$ cat src/rtl/sirkit_pkg.sv
// sirkit_pkg: shared types and default parameters for the sirkit solver and checkers.
//   state_t     - solver FSM states
//   DEF_*       - default parameter set
//   idx_width() - index width for a given secret length (minimum 1)
package sirkit_pkg;

  typedef enum logic [1:0] {
    IDLE  = 2'd0,
    PROBE = 2'd1,
    EMIT  = 2'd2,
    DONE  = 2'd3
  } state_t;

  localparam int DEF_FLAG_LEN   = 32;
  localparam int DEF_BYTE_W     = 8;
  localparam int DEF_ORACLE_LAT = 1;

  function automatic int idx_width(input int n);
    return (n > 1) ? $clog2(n) : 1;
  endfunction

  localparam int DEF_IDX_W = idx_width(DEF_FLAG_LEN);

endpackage

$ cat src/rtl/sirkit_solver_if.sv
// sirkit_solver_if: oracle probe bus plus result stream.
//   byte_num/byte_guess  solver -> oracle candidate
//   guess_valid          oracle -> solver hit flag
//   out_valid/out_ready  result handshake; out_idx/out_byte/out_miss payload
// master = solver side, slave = oracle/sink side.
interface sirkit_solver_if
  import sirkit_pkg::*;
#(
  parameter int IDX_W  = DEF_IDX_W,
  parameter int BYTE_W = DEF_BYTE_W
);
  logic [IDX_W-1:0]  byte_num;
  logic [BYTE_W-1:0] byte_guess;
  logic              guess_valid;
  logic              out_valid;
  logic              out_ready;
  logic [IDX_W-1:0]  out_idx;
  logic [BYTE_W-1:0] out_byte;
  logic              out_miss;

  modport master (
    output byte_num, byte_guess, out_valid, out_idx, out_byte, out_miss,
    input  guess_valid, out_ready
  );

  modport slave (
    input  byte_num, byte_guess, out_valid, out_idx, out_byte, out_miss,
    output guess_valid, out_ready
  );
endinterface

$ cat src/rtl/sirkit_solver_probe_timer.sv
// sirkit_probe_timer: counts the ORACLE_LAT-cycle hold window of a candidate.
//   clk, rst  clock / async active-high reset
//   restart   force the window back to its first cycle
//   run       count only while probing
//   sample    one-cycle strobe on the last cycle of the window
module sirkit_probe_timer #(
  parameter int LAT = 1
) (
  input  logic clk,
  input  logic rst,
  input  logic restart,
  input  logic run,
  output logic sample
);
  localparam int CW = (LAT > 1) ? $clog2(LAT) : 1;

  logic [CW-1:0] cnt;

  assign sample = run && (cnt == CW'(LAT - 1));

  // Wraps to 0 on the sample edge so back-to-back candidates need no restart.
  always_ff @(posedge clk or posedge rst) begin
    if (rst)                    cnt <= '0;
    else if (restart || sample) cnt <= '0;
    else if (run)               cnt <= cnt + 1'b1;
  end
endmodule

$ cat src/rtl/sirkit_solver.sv
// sirkit_solver: sweeps every candidate for every byte index against an oracle
// and streams the first hit (or a miss) per index.
//   clk, rst   clock / async active-high reset
//   start      begin a sweep (only honoured in IDLE)
//   busy       high from start acceptance until DONE exits
//   done       one-cycle end-of-sweep pulse
//   any_miss   sticky: some index found no hit
//   bus        oracle probe + result stream (master side)
module sirkit_solver
  import sirkit_pkg::*;
#(
  parameter int FLAG_LEN   = DEF_FLAG_LEN,
  parameter int IDX_W      = idx_width(FLAG_LEN),
  parameter int BYTE_W     = DEF_BYTE_W,
  parameter int ORACLE_LAT = DEF_ORACLE_LAT
) (
  input  logic clk,
  input  logic rst,
  input  logic start,
  output logic busy,
  output logic done,
  output logic any_miss,
  sirkit_solver_if.master bus
);
  state_t            state;
  logic [IDX_W-1:0]  idx;
  logic [BYTE_W:0]   guess;      // one spare bit: exhaustion shows as carry-out
  logic [BYTE_W:0]   guess_nxt;
  logic              out_valid;
  logic [BYTE_W-1:0] out_byte;
  logic              out_miss;
  logic              sample;
  logic              restart;
  logic              last_idx;

  assign guess_nxt = guess + 1'b1;
  assign last_idx  = (idx == IDX_W'(FLAG_LEN - 1));
  assign restart   = ((state == IDLE) && start) || ((state == EMIT) && bus.out_ready);

  sirkit_probe_timer #(.LAT(ORACLE_LAT)) u_timer (
    .clk     (clk),
    .rst     (rst),
    .restart (restart),
    .run     (state == PROBE),
    .sample  (sample)
  );

  // Oracle ports and result index come straight from state registers.
  assign bus.byte_num   = idx;
  assign bus.byte_guess = guess[BYTE_W-1:0];
  assign bus.out_idx    = idx;
  assign bus.out_valid  = out_valid;
  assign bus.out_byte   = out_byte;
  assign bus.out_miss   = out_miss;

  always_ff @(posedge clk or posedge rst) begin
    if (rst) begin
      state     <= IDLE;
      idx       <= '0;
      guess     <= '0;
      busy      <= 1'b0;
      done      <= 1'b0;
      any_miss  <= 1'b0;
      out_valid <= 1'b0;
      out_byte  <= '0;
      out_miss  <= 1'b0;
    end else begin
      done <= 1'b0;
      case (state)
        IDLE: if (start) begin
          state    <= PROBE;
          idx      <= '0;
          guess    <= '0;
          busy     <= 1'b1;
          any_miss <= 1'b0;
        end
        PROBE: if (sample) begin
          if (bus.guess_valid) begin
            out_byte  <= guess[BYTE_W-1:0];
            out_miss  <= 1'b0;
            out_valid <= 1'b1;
            state     <= EMIT;
          end else if (guess_nxt[BYTE_W]) begin
            out_byte  <= '0;
            out_miss  <= 1'b1;
            any_miss  <= 1'b1;
            out_valid <= 1'b1;
            state     <= EMIT;
          end else begin
            guess <= guess_nxt;
          end
        end
        EMIT: if (bus.out_ready) begin
          out_valid <= 1'b0;
          if (last_idx) begin
            state <= DONE;
            done  <= 1'b1;
          end else begin
            idx   <= idx + 1'b1;
            guess <= '0;
            state <= PROBE;
          end
        end
        DONE: begin
          busy  <= 1'b0;
          state <= IDLE;
        end
        default: state <= IDLE;
      endcase
    end
  end
endmodule

$ cat src/flat_wrapper.sv
// flat-port wrapper written by rule: the top's interface ports become plain ports
module sirkit_solver_flat import sirkit_pkg::*;
#(
  parameter int FLAG_LEN   = DEF_FLAG_LEN,
  parameter int IDX_W      = idx_width(FLAG_LEN),
  parameter int BYTE_W     = DEF_BYTE_W,
  parameter int ORACLE_LAT = DEF_ORACLE_LAT
)
  (clk, rst, start, busy, done, any_miss, bus_byte_num, bus_byte_guess, bus_out_valid, bus_out_idx, bus_out_byte, bus_out_miss, bus_guess_valid, bus_out_ready);
  sirkit_solver_if #(.IDX_W(IDX_W), .BYTE_W(BYTE_W)) bus_i ();
  input  logic clk;
  input  logic rst;
  input  logic start;
  output logic busy;
  output logic done;
  output logic any_miss;
  output wire logic [$bits(bus_i.byte_num)-1:0] bus_byte_num;
  output wire logic [$bits(bus_i.byte_guess)-1:0] bus_byte_guess;
  output wire logic [$bits(bus_i.out_valid)-1:0] bus_out_valid;
  output wire logic [$bits(bus_i.out_idx)-1:0] bus_out_idx;
  output wire logic [$bits(bus_i.out_byte)-1:0] bus_out_byte;
  output wire logic [$bits(bus_i.out_miss)-1:0] bus_out_miss;
  input wire logic [$bits(bus_i.guess_valid)-1:0] bus_guess_valid;
  input wire logic [$bits(bus_i.out_ready)-1:0] bus_out_ready;
  assign bus_byte_num = bus_i.byte_num;
  assign bus_byte_guess = bus_i.byte_guess;
  assign bus_out_valid = bus_i.out_valid;
  assign bus_out_idx = bus_i.out_idx;
  assign bus_out_byte = bus_i.out_byte;
  assign bus_out_miss = bus_i.out_miss;
  assign bus_i.guess_valid = bus_guess_valid;
  assign bus_i.out_ready = bus_out_ready;
  sirkit_solver #(.FLAG_LEN(FLAG_LEN), .IDX_W(IDX_W), .BYTE_W(BYTE_W), .ORACLE_LAT(ORACLE_LAT)) u_core (.clk(clk), .rst(rst), .start(start), .busy(busy), .done(done), .any_miss(any_miss), .bus(bus_i));
endmodule
$ cat config.mk
export PLATFORM = sky130hd
export DESIGN_NAME = sirkit_solver_flat
export DESIGN_NICKNAME = d
export VERILOG_FILES = /design/src/rtl/sirkit_pkg.sv /design/src/rtl/sirkit_solver_if.sv /design/src/rtl/sirkit_solver_probe_timer.sv /design/src/rtl/sirkit_solver.sv /design/src/flat_wrapper.sv
export SDC_FILE = /design/constraint.sdc
export NUM_CORES = 1
export LEC_CHECK = 0
export BUFFER_PORTS_ARGS = -buffer_cell sky130_fd_sc_hd__buf_2
export CORE_MARGIN = 2
export CORE_UTILIZATION = 25
export DETAILED_ROUTE_END_ITERATION = 10
export GPL_ROUTABILITY_DRIVEN = 1
export GPL_TIMING_DRIVEN = 0
export HOLD_SLACK_MARGIN = 0.1
export PLACE_DENSITY = 0.52
export SYNTH_ARGS = -nofsm -noshare
export SYNTH_HDL_FRONTEND = slang
export SYNTH_SLANG_ARGS = --single-unit
$ cat constraint.sdc
create_clock -name clk -period 2.3 [get_ports clk]
set_input_delay 0.46 -clock clk [delete_from_list [all_inputs] [get_ports clk]]
set_output_delay 0.46 -clock clk [all_outputs]
set_load 0.02 [all_outputs]
## Word level (Yosys, flattened, before mapping)

Index checks and enable logic that the tools add are counted.
Widths: inputs -> output; s select.

| storage, ports and cells | value |
|---|---|
| bits of input ports | 5 |
| output and inout port bits | 31 |
| logic and storage cells | 83 |
| register bits after elaboration | 30 |

| cells by class | value |
|---|---|
| reductions and logical operators | 20 |
| bitwise logic cells | 1 |
| add/sub/neg operators | 3 |
| multiplexer cells | 37 |
| equality and inequality tests | 12 |

Operator list:

| cell | count |
|---|---|
| $mux 9 | 6 |
| $pmux 9 s3 | 1 |
| $mux 8 | 2 |
| $mux 5 | 3 |
| $mux 1 | 14 |
| $mux 2 | 6 |
| $reduce_and 4->1 | 3 |
| $reduce_bool 2->1 | 6 |
| $ne 2x2->1 const B | 5 |
| $pmux 5 s2 | 1 |
| $add 9x1->9 const B | 1 |
| $pmux 2 s4 | 1 |
| $reduce_and 7->1 | 1 |
| $pmux 1 s2 | 3 |
| $add 5x1->5 const B | 1 |
| $eq 5x5->1 const B | 1 |
| $reduce_and 5->1 | 1 |
| $eq 2x2->1 const B | 2 |
| $ne 2x1->1 const B | 2 |
| $logic_and 1x1->1 | 3 |
| $ne 3x2->1 const B | 1 |
| $reduce_and 3->1 | 1 |
| $reduce_bool 3->1 | 1 |
| $eq 2x1->1 const B | 1 |
| 5 further kinds | 6 |

## Logic depth before layout (Yosys ltp)

Gate-level depths: netlist of the first run.

| depth | value |
|---|---|
| word-level depth | 5 |
| depth in mapped cells | 8 |
| gate-level depth less buffers | 7 |

## Modules after synthesis

A second synthesis of the first run with hierarchy kept.

| unflattened totals | value |
|---|---|
| cell total of the unflattened synthesis | 151 |
| area, all modules | 1,451.4 sq um |

By module, submodules not included:

| module | times used | sequential area each (sq um) | area an instance (sq um) | cells each |
|---|---|---|---|---|
| sirkit_solver | 1 | 700.7 | 1,401.3 | 147 |
| sirkit_probe_timer | 1 | 25.0 | 50.0 | 4 |

## Worst setup path after synthesis of the first run

No wires, ideal clock.

| path | value |
|---|---|
| path type | flip-flop to flip-flop |
| start point | register u_core.idx[0] (netlist: u_core.bus.byte_num[0]) |
| end point | register u_core.guess[0] |
| data arrival time | 2.140 ns |
| slack | 0.033 ns |
| data required time | 2.174 ns |
| buffers on the path | 0 |
| cell stages (with the launch flop) | 8 |
| cells stage by stage | dfrtp_1 -> ha_1 -> and3_1 -> ha_1 -> nand2b_2 -> a2111oi_4 -> nor2b_1 -> a311o_1 |

| between the ends | value |
|---|---|
| longest elaborated chain between the ends | 3 |

Ends and longest elaborated chain:

| item | RTL line | text |
|---|---|---|
| from (decl) | sirkit_solver.sv:26 | `logic [IDX_W-1:0] idx;` |
| from (signal assigned) | sirkit_solver.sv:99 | `idx <= idx + 1'b1;` |
| $eq 5x5->1 | sirkit_solver.sv:37 | `assign last_idx = (idx == IDX_W'(FLAG_LEN - 1));` |
| $ne 2x2->1 (no line) | - |  |
| $reduce_and 7->1 (no line) | - |  |
| to (signal assigned) | sirkit_solver.sv:90 | `guess <= guess_nxt;` |
| to (decl) | sirkit_solver.sv:27 | `logic [BYTE_W:0] guess;` |

No other way between the ends.
A chain may end at the register's enable or synchronous reset.

## Final worst setup path of the first run

Same ends and word-level chain as after synthesis.

==> impl_metrics.env, run 1 <==
export IMPL_status="complete, no violations"
export IMPL_max_freq_mhz=463
export IMPL_path_cells="ha_2 -> and3_1 -> ha_1 -> nand2b_2 -> a2111oi_4 -> buf_4 -> nor2b_1 -> a311o_1"
export IMPL_die_h_um=82.0
export IMPL_cts_tree="done"
export IMPL_grt_max_degree=30
export IMPL_ctsHtreeMaxLevel=2
export IMPL_insertion_delay_ps=280
export IMPL_wl_per_cell_um=12.9
export IMPL_num_rows=28
export IMPL_skew_ps=3.93
export IMPL_cts_clk_slew_worst_paths_ps=60
export IMPL_die_area_sq_mm=0.00673
export IMPL_leakagePower_uw=0.000977
export IMPL_max_cap_violations=0
export IMPL_worst_pin_slew_ps=1130
export IMPL_drt_pre_antenna_iters=4
export IMPL_die_width_um=82.0
export IMPL_drv_slew=0
export IMPL_cts_root_buf="clkbuf_8"
export IMPL_antennaDiodeCount=0
export IMPL_crit_buf_inv=1
export IMPL_yosysUniqueCellTypes=40
export IMPL_synthCells=147
export IMPL_numPortBuffers=35
export IMPL_setup_violations=0
export IMPL_ant_nets=0
export IMPL_gr_usage_all_layers=0.113
export IMPL_num_vias=1235
export IMPL_synth_seq_cells=29
export IMPL_ir_drop_uv=302
export IMPL_first_global_vias=1128
export IMPL_timing_final_crit_share=0.939
export IMPL_area_growth_pct=26.2
export IMPL_io_pins=36
export IMPL_cts_inserted_buffers=5
export IMPL_hp_class="primary input to register"
export IMPL_powerDensity_mw_per_mm2=1110
export IMPL_rsz0062_at_grt="no"
export IMPL_cts_num_sinks=29
export IMPL_tns_ps=0
export IMPL_relSlewSlack=0.248
export IMPL_crit_type="register to register"
export IMPL_critPathCaptureType="register"
export IMPL_crit_family="compound AO/OA/AOI/OAI gates"
export IMPL_drt_iter0_drc=51
export IMPL_ys_seq_area_frac=0.477
export IMPL_synth_flop_cell="dfrtp_1"
export IMPL_drc=0
export IMPL_vias_per_cell=4.56
export IMPL_layout_drive_gt1_share=0.316
export IMPL_hold_violations=0
export IMPL_synth_edf_count=0
export IMPL_fill_cells=615
export IMPL_syn_cell_area_sq_mm=0.00152
export IMPL_cts_hold_buf=0
export IMPL_grt_overflow_total=0
export IMPL_antenna_found_initial=0
export IMPL_routed_wl_mm=3.51
export IMPL_grt_pass1_wl_mm=5.72
export IMPL_worstSetupStartpointType="register"
export IMPL_initial_core_util=0.259
export IMPL_clk_path_buf_depth=2
export IMPL_dp_slack_ps=-61.4
export IMPL_cp_max_fo=6
export IMPL_nNetsFinal=207
export IMPL_core_sq_mm=0.00589
export IMPL_slowest_delay_ps=420
export IMPL_yosys_warnings=0
export IMPL_async_flop_share=1.00
export IMPL_finalWorstPathRequiredPeriod_ps=2160
export IMPL_gp_congestion=0.785
export IMPL_cp_slowest_cell="dfrtp_1"
export IMPL_synth_avg_cell_area_sq_um=10.4
export IMPL_synth_nets=159
export IMPL_cp_required_ps=2460
export IMPL_final_cell_mix="buf_2 (35), dfrtp_1 (29), a21oi_1 (17)"
export IMPL_dp_hpwl_mm=2.47
export IMPL_layout_setup_ws_ps=140
export IMPL_worstPathArrival_ps=2320
export IMPL_final_common_cell="buf_2"
[through the flow]
step	power, uW	utilization	instance area (sq um)	hold slack, ps	cells
2_1_floorplan	1400	-	1520	538	147
3_3_place_gp	1640	0.304	1790	485	257
3_5_place_dp	1660	0.304	1790	490	257
4_1_cts	2130	0.322	1900	438	268
5_1_grt	2320	0.326	1920	437	271
6_report	2130	0.326	1920	446	271
[cells in the mapped netlist, types with 2 or more instances]
library cell,instances,area share
a21oi_1,17,0.056
a22o_1,8,0.046
a32o_1,3,0.020
and3_1,3,0.012
buf_4,5,0.025
clkbuf_1,3,0.0074
dfrtp_1,29,0.48
ha_1,7,0.058
inv_1,8,0.020
nand2_1,11,0.027
nand2b_1,2,0.0082
nand3_1,7,0.023
nand4b_1,2,0.012
nor2_1,4,0.0099
nor2b_1,5,0.021
o21a_1,2,0.0099
o21ai_0,6,0.020
o31ai_1,3,0.015
[path summary, 6_finish.rpt]
check,start,slack (ps),cells past startpoint,endpoint
setup / recovery,u_core.bus.byte_num[0],140,8,u_core.guess[0]
min in group asynchronous,rst,470,2,u_core.bus.out_byte[1]
hold / removal,bus_out_ready,450,2,u_core.u_timer.cnt
max in group asynchronous,rst,1160,2,u_core.guess[3]
hold reg to reg,u_core.bus.out_valid,500,1,u_core.bus.out_valid
setup reg to reg,u_core.bus.byte_num[0],140,8,u_core.guess[0]
[report_power, final]
| part | total, uW | internal, uW | switching, uW | leakage, uW |
|---|---|---|---|---|
| combinational | 1020 | 443 | 580 | 0.000543 |
| sequential | 706 | 612 | 94.4 | 0.000389 |
| clock | 402 | 209 | 193 | 0.0000450 |
| total | 2130 | 1260 | 868 | 0.000977 |
[per-layer routing]
metal	global-route usage	share of wire	vias to the layer above
li1	-	-	634
met1	0.157	0.49	573
met2	0.165	0.45	22
met3	0.0308	0.037	6
met4	0.0500	0.019	0
met5	0	0	-
[area by class of cell]
type                       count  area [sq um]  area share
buffer                        10          65.1      0.0339
clock inverter                 2          10.0     0.00521
tap                           75          93.8      0.0489
timing repair buffer          41           220       0.115
inverter                       8          30.0      0.0156
clock buffer                   6          72.6      0.0378
multi-input combinational    100           703       0.366
sequential                    29           726       0.378
[state kept, by name, summed over array words and instances (netlist names)]
name,flops
u_core.bus.out_byte,8
u_core.guess,8
u_core.bus.byte_num,5
u_core.state,2
u_core.any_miss,1
u_core.bus.out_miss,1
u_core.bus.out_valid,1
u_core.busy,1
u_core.done,1
u_core.u_timer.cnt,1
[worst register-to-register path, cell delays in order, from the launching register on]
cell	delay, ps
dfrtp_1	420
ha_2	210
and3_1	180
ha_1	180
nand2b_2	220
a2111oi_4	290
buf_4	200
nor2b_1	50
a311o_1	310
[repair_timing]
item / CTS / global route
cloned: 0 / 0
endpoints found under the setup margin: 5 / 2
gates resized for setup: 0 / 1
pin swaps: 1 / 0
setup buffers: 3 / 3
[logic make-up (layout without fill, tap and decap cells)]
| family | count (synthesis) | in the layout | synth area share |
|---|---|---|---|
| flops | 29 | 29 | 0.477 |
| mux | 1 | 1 | 0.00740 |
| fa+ha+maj | 7 | 7 | 0.0576 |
| simple gates | 43 | 43 | 0.162 |
| compound gates | 49 | 49 | 0.234 |
| buf+inv | 18 | 67 | 0.0625 |
Note: power is estimated with default switching activity, not from simulation.
==> run 2, diff against run 1 <==
CORE_MARGIN = unset   (was 2)
==> run 2 against run 1 <==
Effect of this change: sequential power hardly changed; hold slack better by 6.1 ps; critical path type unchanged; non-clock buffer count down 1; global-route usage increased by 0.74 points; critical path depth unchanged; flip-flop and latch count unchanged; register-to-register slack improved by 50 ps; clock skew increased by 5.4 ps; die area fell by 4.8%; sequential share of layout area about the same; via count increased by 2.8%; utilization hardly changed.
==> impl_metrics.env, run 2 (synthesized netlist as in run 1, its figures left out) <==
export IMPL_status="complete, no violations"
export IMPL_area_growth_pct=26.1
export IMPL_dp_hpwl_mm=2.44
export IMPL_antenna_found_initial=0
export IMPL_clk_path_buf_depth=2
export IMPL_final_common_cell="buf_2"
export IMPL_p_switching_uw=866
export IMPL_tns_ps=0
export IMPL_hp_class="primary input to register"
export IMPL_hold_start="bus_out_ready"
export IMPL_cts_tree="done"
export IMPL_numPortBuffers=35
export IMPL_relSlewSlack=0.248
export IMPL_powerDensity_mw_per_mm2=1100
export IMPL_worstSetupStartpointType="register"
export IMPL_layout_setup_ws_ps=186
export IMPL_crit_family="compound AO/OA/AOI/OAI gates"
export IMPL_wl_per_cell_um=12.9
export IMPL_first_global_vias=1143
export IMPL_r2r_start="u_core.bus.byte_num[0]"
export IMPL_core_sq_mm=0.00589
export IMPL_initial_core_util=0.259
export IMPL_crit_buf_inv=1
export IMPL_finalWorstPathRequiredPeriod_ps=2110
export IMPL_postLayoutCellArea_sq_mm=0.00192
export IMPL_nNetsFinal=206
export IMPL_cts_root_buf="clkbuf_8"
export IMPL_timing_final_crit_share=0.919
export IMPL_gr_usage_all_layers=0.121
export IMPL_postPlaceCellArea_sq_mm=0.00179
export IMPL_cts_inserted_buffers=5
export IMPL_insertion_delay_ps=290
export IMPL_io_pins=36
export IMPL_gp_congestion=0.755
export IMPL_final_cell_mix="buf_2 (35), dfrtp_1 (29), a21oi_1 (17)"
export IMPL_skew_ps=9.35
export IMPL_cp_startpoint="u_core.bus.byte_num[0]"
export IMPL_drt_iter0_drc=49
export IMPL_cp_slowest_cell="dfrtp_1"
export IMPL_cts_num_sinks=29
export IMPL_die_h_um=80.0
export IMPL_dp_slack_ps=-83.8
export IMPL_max_freq_mhz=473
export IMPL_drt_pre_antenna_iters=4
export IMPL_drc=0
export IMPL_grt_overflow_total=0
export IMPL_cp_required_ps=2460
export IMPL_pwr_share_clk=0.192
export IMPL_routed_wl_mm=3.49
export IMPL_ctsHtreeMaxLevel=2
export IMPL_die_width_um=80.0
export IMPL_ir_drop_uv=452
export IMPL_layout_drive_gt1_share=0.313
export IMPL_cts_clk_slew_worst_paths_ps=60
export IMPL_setup_violations=0
export IMPL_num_vias=1269
export IMPL_vias_per_cell=4.70
export IMPL_leakagePower_uw=0.000974
export IMPL_critPathCaptureType="register"
export IMPL_cp_max_fo=5
export IMPL_cellInternalPower_uw=1250
export IMPL_worstPathArrival_ps=2280
export IMPL_max_cap_violations=0
export IMPL_power_switching_share=0.409
export IMPL_worst_pin_slew_ps=1130
export IMPL_p_comb_frac=0.476
export IMPL_crit_type="register to register"
export IMPL_hold_violations=0
export IMPL_num_rows=28
export IMPL_grt_max_degree=30
export IMPL_ant_nets=0
export IMPL_die_area_sq_mm=0.00640
export IMPL_drv_slew=0
export IMPL_rsz0062_at_grt="no"
export IMPL_cts_hold_buf=0
export IMPL_slowest_delay_ps=410
export IMPL_antennaDiodeCount=0
export IMPL_grt_pass1_wl_mm=5.88
export IMPL_path_cells="ha_2 -> and3_1 -> ha_1 -> nand2b_4 -> a2111oi_4 -> buf_4 -> nor2b_1 -> a311o_1"
export IMPL_power_frac_seq=0.332
-- run 2: cell types whose count changed in the layout (fill, tap and decap cells not counted) --
cell | previous run | this run
nand2b_2 | 1 | 0
nand2b_4 | 0 | 1
buf_4 | 11 | 10
-- run 2: metrics by stage --
| step | util | cells | hold slack (ps) | total power [uW] |
|---|---|---|---|---|
| 2_1_floorplan | - | 147 | 538 | 1400 |
| 3_3_place_gp | 0.304 | 257 | 479 | 1650 |
| 3_5_place_dp | 0.304 | 257 | 481 | 1660 |
| 4_1_cts | 0.321 | 267 | 436 | 2110 |
| 5_1_grt | 0.326 | 270 | 465 | 2300 |
| 6_report | 0.326 | 270 | 452 | 2120 |
-- run 2: what timing repair did --
action | in CTS | in global routing
pin swaps | 1 | 0
gates resized for setup | 0 | 2
endpoints found under the hold margin | 0 | 0
endpoints found under the setup margin | 5 | 3
setup buffers | 2 | 3
-- run 2: worst reg2reg max path, delay by kind of cell (launching register included) --
kind | cells | cell delay (ps)
fa+ha+maj | 2 | 400
compound gates | 2 | 600
simple gates | 3 | 390
buf+inv | 1 | 190
flops | 1 | 410
-- run 2: final cells by class --
cell class	instances	area, sq um
buffer	10	65.1
clock buffer	6	72.6
clock inverter	2	10.0
fill	618	3970
inverter	8	30.0
multi-input combinational	100	708
sequential	29	726
tap	75	93.8
timing repair buffer	40	213
-- run 2: path summary, 6_finish.rpt --
path | end | slack [ps] | cells past startpoint
min in group asynchronous | u_core.guess[1] | 460 | 2
worst max-delay path | u_core.guess[0] | 190 | 8
worst max register to register | u_core.guess[0] | 190 | 8
max in group asynchronous | u_core.guess[0] | 1160 | 2
worst min-delay path | u_core.u_timer.cnt | 450 | 2
worst min register to register | u_core.bus.out_valid | 490 | 1
-- run 2: routing by layer --
metal / up-vias / global-route usage / share of wire
li1: 640 / - / -
met1: 597 / 0.167 / 0.48
met2: 25 / 0.174 / 0.45
met3: 7 / 0.0320 / 0.040
met4: 0 / 0.0554 / 0.022
met5: - / 0 / 0
-- run 2: power by group through the flow --
stage | combinational, uW | clock (uW) | sequential [uW]
2_1_floorplan | 595 | 0 | 804
3_5_place_dp | 938 | 0 | 719
4_1_cts | 978 | 419 | 710
3_3_place_gp | 928 | 0 | 718
6_report | 1010 | 406 | 704
5_1_grt | 1130 | 445 | 725
